`config.mk`:
```
export PLATFORM = sky130hd
export DESIGN_NAME = rr_arbiter8
export DESIGN_NICKNAME = d
export VERILOG_FILES = /design/src/rtl/rr_arbiter8.sv
export SDC_FILE = /design/constraint.sdc
export NUM_CORES = 1
export LEC_CHECK = 0
export BUFFER_PORTS_ARGS = -buffer_cell sky130_fd_sc_hd__buf_2
export CAP_MARGIN = 5
export CELL_PAD_IN_SITES_DETAIL_PLACEMENT = 0
export CELL_PAD_IN_SITES_GLOBAL_PLACEMENT = 1
export CORE_MARGIN = 8
export CORE_UTILIZATION = 50
export DETAILED_ROUTE_END_ITERATION = 6
export PLACE_DENSITY_LB_ADDON = 0.25
export SLEW_MARGIN = 15
export SYNTH_ARGS = -nofsm -noshare
export SYNTH_HDL_FRONTEND = slang
export SYNTH_SLANG_ARGS = --single-unit
export TNS_END_PERCENT = 100
```
`constraint.sdc`:
```
create_clock -name clk -period 10.5 [get_ports clk]
set_clock_uncertainty 0.1 [all_clocks]
set_input_delay 2.625 -clock clk [delete_from_list [all_inputs] [get_ports clk]]
set_output_delay 2.625 -clock clk [all_outputs]
set_load 0.02 [all_outputs]
```
`src/rtl/rr_arbiter8.sv`:
```
// rr_arbiter8: eight-client round-robin arbiter with a registered one-hot grant,
// its binary index, and an optional hold limit that forces rotation when other
// clients are waiting.
//
// Optional feature macro: RR_ARB_CNT_EN
//   defined   -> grant_cnt port present; counts every grant event (wraps).
//   undefined -> grant_cnt port and counter are absent.
//
// state | meaning
// ------+--------------------------------------------------------------
// IDLE  | no client granted; grant/grant_idx/grant_valid are all zero
// GRANT | grant_idx owns the resource; hold_cnt counts cycles held
module rr_arbiter8 #(
  parameter int MAX_HOLD = 4,
  parameter int HOLD_W   = 4,
  parameter int CNT_W    = 16
) (
  input  logic             clk,
  input  logic             rst,
  input  logic [7:0]       req,
  output logic [7:0]       grant,
  output logic [2:0]       grant_idx,
  output logic             grant_valid
`ifdef RR_ARB_CNT_EN
  ,
  output logic [CNT_W-1:0] grant_cnt
`endif
);

  typedef enum logic {
    IDLE  = 1'b0,
    GRANT = 1'b1
  } state_t;

  localparam logic              HOLD_LIMITED = (MAX_HOLD != 0);
  localparam logic [HOLD_W-1:0] MAX_HOLD_V   = HOLD_W'(MAX_HOLD);
  localparam logic [HOLD_W-1:0] HOLD_ONE     = HOLD_W'(1);

  state_t            state;
  logic [2:0]        ptr;
  logic [HOLD_W-1:0] hold_cnt;

  logic [7:0]        cand_mask;
  logic              win_found;
  logic [2:0]        win_idx;
  logic [2:0]        pos;

  logic              owner_req;
  logic              release_g;
  logic              at_limit;
  logic              preempt;
  logic              take;
  logic              go_idle;
  logic              hold_inc;

  // Rotating priority search starting at ptr. While a grant is held the
  // current owner is masked out, so a release or preempt always hands over to
  // a different client and a just-released bit can never win the same edge.
  always_comb begin
    cand_mask = (state == GRANT) ? (req & ~grant) : req;
    win_found = 1'b0;
    win_idx   = 3'd0;
    pos       = 3'd0;
    // Walk from the farthest offset down so the nearest set bit wins last.
    for (int i = 7; i >= 0; i--) begin
      pos = ptr + 3'(i);
      if (cand_mask[pos]) begin
        win_found = 1'b1;
        win_idx   = pos;
      end
    end
  end

  // Next-action decode: new grant event, return to idle, or keep holding.
  always_comb begin
    owner_req = req[grant_idx];
    release_g = (state == GRANT) && !owner_req;
    at_limit  = HOLD_LIMITED && (hold_cnt == MAX_HOLD_V);
    preempt   = (state == GRANT) && owner_req && at_limit && win_found;
    take      = ((state == IDLE) && win_found) ||
                (release_g && win_found) ||
                preempt;
    go_idle   = release_g && !win_found;
    hold_inc  = (state == GRANT) && HOLD_LIMITED && (hold_cnt != MAX_HOLD_V);
  end

  // Arbiter FSM with registered outputs; reset drops the grant immediately.
  always_ff @(posedge clk or posedge rst) begin
    if (rst) begin
      state       <= IDLE;
      grant       <= 8'h00;
      grant_idx   <= 3'd0;
      grant_valid <= 1'b0;
      ptr         <= 3'd0;
      hold_cnt    <= '0;
    end else if (take) begin
      state       <= GRANT;
      grant       <= 8'b1 << win_idx;
      grant_idx   <= win_idx;
      grant_valid <= 1'b1;
      ptr         <= win_idx + 3'd1;
      hold_cnt    <= HOLD_ONE;
    end else if (go_idle) begin
      state       <= IDLE;
      grant       <= 8'h00;
      grant_idx   <= 3'd0;
      grant_valid <= 1'b0;
      hold_cnt    <= '0;
    end else if (hold_inc) begin
      // Saturates at MAX_HOLD; with no limit the count is not needed.
      hold_cnt    <= hold_cnt + HOLD_ONE;
    end
  end

`ifdef RR_ARB_CNT_EN
  // Grant event counter, including preempts and no-bubble handovers.
  always_ff @(posedge clk or posedge rst) begin
    if (rst) begin
      grant_cnt <= '0;
    end else if (take) begin
      grant_cnt <= grant_cnt + CNT_W'(1);
    end
  end
`else
  // CNT_W only sizes the optional counter; keep it referenced in this build.
  if (CNT_W < 1) begin : g_no_cnt
  end
`endif

endmodule

```
==> results of run 1 <==
==> worst max-delay path, cell delays in order <==
cell and delay [ns]:
buf_2 0.11, mux2i_1 0.39, a21oi_1 0.20, mux4_2 0.55, nor2b_1 0.30, a2111oi_0 0.16
a211o_1 0.39, ha_1 0.23, ha_1 0.27, nand2_1 0.05, o21ai_0 0.08
==> per-stage QoR <==
step	setup slack [ns]	area (um^2)	hold WS, ns	utilization, %	cells
floorplan	5.39	2070	0.408	-	213
global placement	5.07	2150	0.411	53.7	273
detailed placement	4.94	2150	0.434	53.7	273
CTS	5.20	2190	0.453	54.9	277
global route	4.98	2190	0.470	54.9	277
finish	5.17	2190	0.448	54.9	277
==> layout make-up <==
class                           instances  share of cell area [%]
Clock buffer                            3                    1.88
Clock inverter                          1                   0.228
Inverter                               16                    2.85
Multi-Input combinational cell        166                    65.4
Sequential cell                        19                    21.7
Tap cell                               50                    2.85
Timing Repair Buffer                   22                    5.13
==> cells in the final DEF (no fill, tap or decap), types with 2 or more instances in the layout <==
master     instances
xor2_1             2
a21oi_2            2
a2111oi_2          2
a21oi_1           12
o21ai_0            9
nand4_1            2
ha_1              10
a2111oi_0          4
buf_2             21
o2bb2ai_1          5
a21boi_0           2
mux4_2             7
mux2i_1           18
a21o_2             2
mux2_4             2
nand2_1           15
a22o_1             5
a211o_1            3
nor2b_1            3
clkinv_1           2
a21o_1             7
a31oi_1            2
nor4_1             2
a32o_1             2
clkbuf_8           3
nor2_1             4
nand3_1            3
dfrtp_1           19
xnor2_1            3
mux2_2             7
a211oi_1           7
inv_1             13
and2_1             2
==> sequential cells by signal, indices dropped and copies added, names as in the netlist <==
signal     flops
grant          8
hold_cnt       4
state          1
ptr            3
grant_idx      3
==> path summary, 6_finish.rpt <==
kind	startpoint	endpoint	slack, ns	cells past startpoint
min in group asynchronous	rst	grant[0]	2.37	2
worst max register to register	ptr[0]	grant[3]	6.14	11
worst min-delay path	grant[2]	grant[2]	0.45	1
worst min register to register	grant[2]	grant[2]	0.45	1
max in group asynchronous	rst	ptr[1]	7.48	2
worst max-delay path	req[6]	ptr[2]	5.17	11
==> per-layer routing <==
layer | vias to the layer above | wire [um] | global-route usage (%)
li1 | 859 | - | -
met1 | 920 | 2390 | 21.8
met2 | 72 | 2890 | 30.1
met3 | 20 | 365 | 3.46
met4 | 0 | 185 | 6.36
met5 | - | 0 | 0
==> cell families (layout without fill, tap and decap cells) <==
kind of cell	after synthesis	after routing	share of synthesized area (%)
adder cells (fa/ha/maj)	10	10	6.03
flip-flops	19	19	22.9
AO/OA/AOI/OAI	81	81	30.9
AND/OR/NAND/NOR	36	36	8.56
buffers and inverters	28	42	7.90
XOR/XNOR	5	5	2.11
multiplexers	34	34	21.5
==> flow_summary.yaml, run 1 <==
status:
  status: "finished, final reports clean"
floorplan:
  die_x_um: 80.4
  num_rows: 23
  io_pins: 22
  initial_core_util_pct: 51.9
  die-area_mm2: 0.00647
  dieHeight_um: 80.4
  core_mm2: 0.00400
timing:
  fmax_mhz: 187
  period_share_pct: 50.8
  relSlewSlack_pct: 37.1
  setup_violations: 0
  tns_ns: 0
  hold_viol: 0
  post-route-min-period_ns: 5.33
  max_slew.worst_pin.slew_ns: 0.944
  rsz0062_at_grt: "no"
  report.final.slew_viol_count: 0
yosys:
  synth_seq_cells: 19
  syn_area_mm2: 0.00207
  synthTopCellsByCount: "19 x dfrtp_1, 18 x mux2i_1, 15 x nand2_1, 13 x inv_1, 12 x a21oi_1"
  yosysMostFrequentCell: "dfrtp_1"
  synth_area_per_cell_um2: 9.74
  synth_top_cell_by_area: "dfrtp_1"
  syn_inst: 213
  synth_top_area_share_pct: 22.9
  synth_edf_count: 0
  ys_seq_area_share_pct: 22.9
  yosysUniqueCellTypes: 60
  synth_nets: 233
  ys_async_sr_fraction_pct: 100
  synth_area_leaders: "dfrtp_1 23%, mux2i_1 8.7%, mux4_2 7.6%"
  synth-main-ff-cell: "dfrtp_1"
  synth_warnings: 0
grt:
  grt_first_pass_wirelength_um: 9290
  grt_max_degree: 33
  grt_use_total_pct: 17.8
  grt_pass1_vias: 1806
  overflow: 0
  antenna_found_initial: 0
clocking:
  cts_max_path_buffers: 2
  clock_sinks: 19
  cts_buffers: 3
  cts-root-buf: "clkbuf_8"
  cts_hold_buf: 0
  cts_tree: "done"
  cts.repair.resized: 0
  cts.clk_slew.worst_paths_ns: 0.07
  htree_levels: 1
  clk_latency_ns: 0.26
  cts_setup_buffers: 0
drt:
  drt_wl_total_um: 5830
  ant_nets: 0
  firstDrtPassIters: 4
  vias: 1871
  routed_via_density: 6.75
  drc: 0
  routedWlPerCell_um: 21.0
  drt_iter0_drc: 299
final_layout:
  regArea_um2: 475
  final_net_count: 248
  diodes: 0
  area_growth_pct: 5.79
  drive_above_1_share_pct: 24.2
  multi_input_area_mm2: 0.00144
  fill_cells: 357
placed_design:
  hpwl_um: 4460
  globalplace.congestion: 1.03
  portBuffers: 21
run:
  cap_violations: 0
worst_hold_path:
  hp-class: "reg2reg"
worst_setup_path:
  setup.worst_path.class: "in2reg"
  crit_fanout: 6
  worstPathRequired_ns: 10.52
  worstSetupStartpointType: "input pin"
  cp-end-kind: "flop"
  cp.arrival_ns: 5.35
Power of run 1 is left out: the tool's default activity adds up to more than one toggle a clock period on the data nets, which glitch-free logic cannot reach.
==> run 2, diff against run 1 <==
Settings changed: CORE_UTILIZATION 50 to 46.
Clock period 10.5 ns to 5 ns, I/O delays scaled along.
==> run 2 against run 1 <==
- setup slack lost 4.1 ns
- critical endpoint unchanged
- global-route usage shrank 1.5 points
- non-clock buffer count grew 5
- die area grew 6.9%
- via count grew 0.96%
==> flow_summary.yaml, run 2 (same netlist as run 1, synthesis figures left out) <==
grt:
  grt_use_total_pct: 16.3
  grt_first_pass_wirelength_um: 9460
  overflow: 0
  grt_pass1_vias: 1829
  grt_max_degree: 20
  antenna_found_initial: 0
clocking:
  cts.clk_slew.worst_paths_ns: 0.07
  htree_levels: 1
  cts_hold_buf: 0
  cts_buffers: 3
  clk_latency_ns: 0.26
  cts-root-buf: "clkbuf_8"
  cts_max_path_buffers: 2
  cts_setup_buffers: 0
  cts_tree: "done"
  cts.repair.resized: 0
  clock_sinks: 19
drt:
  ant_nets: 0
  routed_via_density: 6.65
  firstDrtPassIters: 5
  drt_wl_total_um: 5760
  routedWlPerCell_um: 20.3
  drc: 0
  drt_iter0_drc: 192
  vias: 1889
timing:
  setup_violations: 0
  tns_ns: 0
  fmax_mhz: 256
  post-route-min-period_ns: 3.91
  report.final.slew_viol_count: 0
  max_slew.worst_pin.slew_ns: 0.715
  hold_viol: 0
  hold_ws_ns: 0.439
  period_share_pct: 78.3
  rsz0062_at_grt: "no"
  relSlewSlack_pct: 52.3
final_layout:
  final_common_cell: "buf_2"
  final_cell_mix: "21 x buf_2, 19 x dfrtp_1, 18 x mux2i_1, 15 x nand2_1, 13 x inv_1"
  drive_above_1_share_pct: 25.4
  largest-register: "grant"
  diodes: 0
  regArea_um2: 475
  multi_input_area_mm2: 0.00144
  finalNonFillerCells: 284
  largest_register_ffs: 8
  area_growth_pct: 7.66
  fill_cells: 415
  final_net_count: 253
  finalInstanceArea_mm2: 0.00223
  largestRegisters: "grant: 8 flops, hold_cnt: 4 flops"
worst_setup_path:
  worstPathRequired_ns: 5.01
  rr_worst_depth: 12
  crit_fanout: 6
  worstSetupStartpointType: "input pin"
  cp.arrival_ns: 3.92
  cp-end-kind: "flop"
  setup.worst_path.class: "in2reg"
floorplan:
  dieHeight_um: 83.2
  initial_core_util_pct: 47.6
  num_rows: 24
  die_x_um: 83.2
  io_pins: 22
  die-area_mm2: 0.00691
  core_mm2: 0.00435
status:
  status: "finished, final reports clean"
placed_design:
  portBuffers: 21
  placed_cell_area_mm2: 0.00219
  hpwl_um: 4440
  globalplace.congestion: 0.919
  dpl.cell_count: 280
worst_hold_path:
  hp-class: "reg2reg"
  hold-path-cell-count: 1
run:
  cap_violations: 0
-- run 2: routing by layer --
metal  global-route usage (%)  share of wire (%)  wire length [um]
met5                        0                  0                 0
met4                     5.91                2.2               125
met3                     3.32                6.7               388
met2                     25.7                 48              2760
met1                     21.3                 43              2490
-- run 2: layout make-up --
class / count / area share (%)
clock buffers: 4 / 2.02
repair buffers: 27 / 6.72
inverters: 16 / 2.80
multi-input cells: 166 / 64.3
well taps: 52 / 2.91
flip-flops and latches: 19 / 21.3
-- run 2: final timing paths --
path                                 to  slack, ns  startpoint
setup / recovery                 ptr[2]       1.09      req[6]
hold / removal                 grant[0]       0.44    grant[0]
setup reg to reg                 ptr[2]       1.35      ptr[1]
hold reg to reg                grant[0]       0.44    grant[0]
max in group asynchronous   hold_cnt[0]       3.35         rst
min in group asynchronous  grant_idx[2]       1.00         rst
-- run 2: through the flow --
step | util (%) | worst slack, ns
after detailed placement | 50.3 | 0.870
after floorplan | - | 1.26
final | 51.3 | 1.09
after global placement | 50.3 | 0.935
after CTS | 51.3 | 1.13
after global routing | 51.3 | 0.889
-- run 2: worst max-delay path, cell delays in order --
cell and delay [ns]:
buf_2 0.11, mux2i_1 0.38, a21oi_1 0.21, mux4_2 0.58, a211o_1 0.29, a211oi_1 0.18, a311o_1 0.22, inv_1 0.08
ha_1 0.22, ha_1 0.27, nand2_1 0.05, o21ai_0 0.08
Power of run 2 is left out for the same reason.
==> run 3, diff against run 2 <==
Clock period 5 ns to 3.9 ns, I/O delays scaled along.
==> run 3 against run 2 <==
- flip-flop and latch count did not move
- via count rose by 0.69%
- die area did not move
- first-iteration DRC count rose by 25%
- critical path depth did not move
- global-route usage rose by 0.53 points
- register-to-register slack got worse by 0.97 ns
- routed wire length rose by 2.0%
- sequential share of layout area fell by 0.63 points
- critical endpoint unchanged
==> flow_summary.yaml, run 3 (same netlist as run 1, synthesis figures left out) <==
timing:
  max_slew.worst_pin.slew_ns: 0.734
  rsz0062_at_grt: "no"
  fmax_mhz: 282
  tns_ns: 0
  post-route-min-period_ns: 3.54
  setup_violations: 0
  period_share_pct: 90.9
  hold_viol: 0
  relSlewSlack_pct: 51.0
  report.final.slew_viol_count: 0
drt:
  firstDrtPassIters: 4
  routedWlPerCell_um: 20.1
  routed_via_density: 6.49
  drt_wl_total_um: 5880
  vias: 1902
  drc: 0
  drt_iter0_drc: 240
  ant_nets: 0
floorplan:
  core_mm2: 0.00435
  die_x_um: 83.2
  num_rows: 24
  dieHeight_um: 83.2
  die-area_mm2: 0.00691
  io_pins: 22
  initial_core_util_pct: 47.6
grt:
  grt_first_pass_wirelength_um: 9920
  overflow: 0
  grt_pass1_vias: 1875
  grt_max_degree: 21
  antenna_found_initial: 0
  grt_use_total_pct: 16.8
worst_setup_path:
  rrSetupSlack_ns: 0.38
  rr_worst_depth: 13
  cp-end-kind: "flop"
  worstSetupStartpointType: "input pin"
  worstReg2RegEnd: "ptr[2]"
  setup.worst_path.class: "in2reg"
  crit_fanout: 5
  r2r-start: "ptr[0]"
  worstPathRequired_ns: 3.91
  crit_start: "req[4]"
  cp-endpoint: "ptr[2]"
  cp.arrival_ns: 3.55
clocking:
  cts_max_path_buffers: 2
  clock_sinks: 19
  cts-root-buf: "clkbuf_8"
  clk_latency_ns: 0.25
  htree_levels: 1
  cts_hold_buf: 0
  cts_setup_buffers: 0
  cts_buffers: 3
  cts_tree: "done"
  cts.clk_slew.worst_paths_ns: 0.07
  cts.repair.resized: 0
status:
  status: "finished, final reports clean"
final_layout:
  area_growth_pct: 10.9
  diodes: 0
  largest_register_ffs: 8
  final_cell_mix: "21 x buf_2, 19 x dfrtp_1, 18 x mux2i_1, 15 x nand2_1, 15 x buf_4"
  final_common_cell: "buf_2"
  drive_above_1_share_pct: 28.2
  largest-register: "grant"
  fill_cells: 395
  largestRegisters: "grant: 8 flops, hold_cnt: 4 flops"
  final_net_count: 262
  regArea_um2: 475
  multi_input_area_mm2: 0.00144
worst_hold_path:
  hp-class: "reg2reg"
placed_design:
  portBuffers: 21
  globalplace.congestion: 0.965
  hpwl_um: 4550
run:
  cap_violations: 0
==> run 3: cell count changes in the layout (fill, tap and decap cells not counted), sizes merged <==
cell / change
buf: +9
==> run 3: cell type report <==
| class | count | area share [%] |
|---|---|---|
| clock buffers | 4 | 1.96 |
| inverters | 16 | 2.72 |
| multi-input cells | 166 | 62.4 |
| flip-flops and latches | 19 | 20.7 |
| well taps | 52 | 2.83 |
| repair buffers | 36 | 9.46 |
==> run 3: worst min path at each step <==
stage / start / endpoint / cells after the start
6_report: grant[6] / grant[6] / 1
5_1_grt: grant[1] / grant[1] / 1
4_1_cts: grant[1] / grant[1] / 1
3_5_place_dp: grant[1] / grant[1] / 1
3_3_place_gp: grant[1] / grant[1] / 1
2_1_floorplan: hold_cnt[0] / hold_cnt[0] / 1
==> run 3: per-stage QoR <==
step | instances | setup slack [ns] | cell area [um^2] | util, % | hold slack (ns)
after floorplan | 213 | 0.439 | 2070 | - | 0.408
after global placement | 289 | 0.189 | 2260 | 51.8 | 0.428
final | 293 | 0.355 | 2300 | 52.8 | 0.459
after detailed placement | 289 | 0.136 | 2260 | 51.8 | 0.434
after global routing | 293 | 0.193 | 2300 | 52.8 | 0.464
after CTS | 293 | 0.418 | 2300 | 52.8 | 0.452
==> run 3: metal layers <==
layer	share of wire, %	vias up	global-route usage, %
met5	0	-	0
met4	1.9	0	3.99
met3	6.5	12	1.46
met2	47	78	27.4
met1	45	917	23.1
li1	-	895	-
==> run 3: critical path, cell delays in order <==
cell and delay (ns):
buf_2 0.11, mux2i_1 0.32, a21oi_1 0.16, mux4_2 0.59, a211o_1 0.30, a211oi_1 0.20, a311o_1 0.20, inv_1 0.09
ha_1 0.22, ha_1 0.27, nand2_1 0.05, o21ai_0 0.08
Power of run 3 is left out for the same reason.
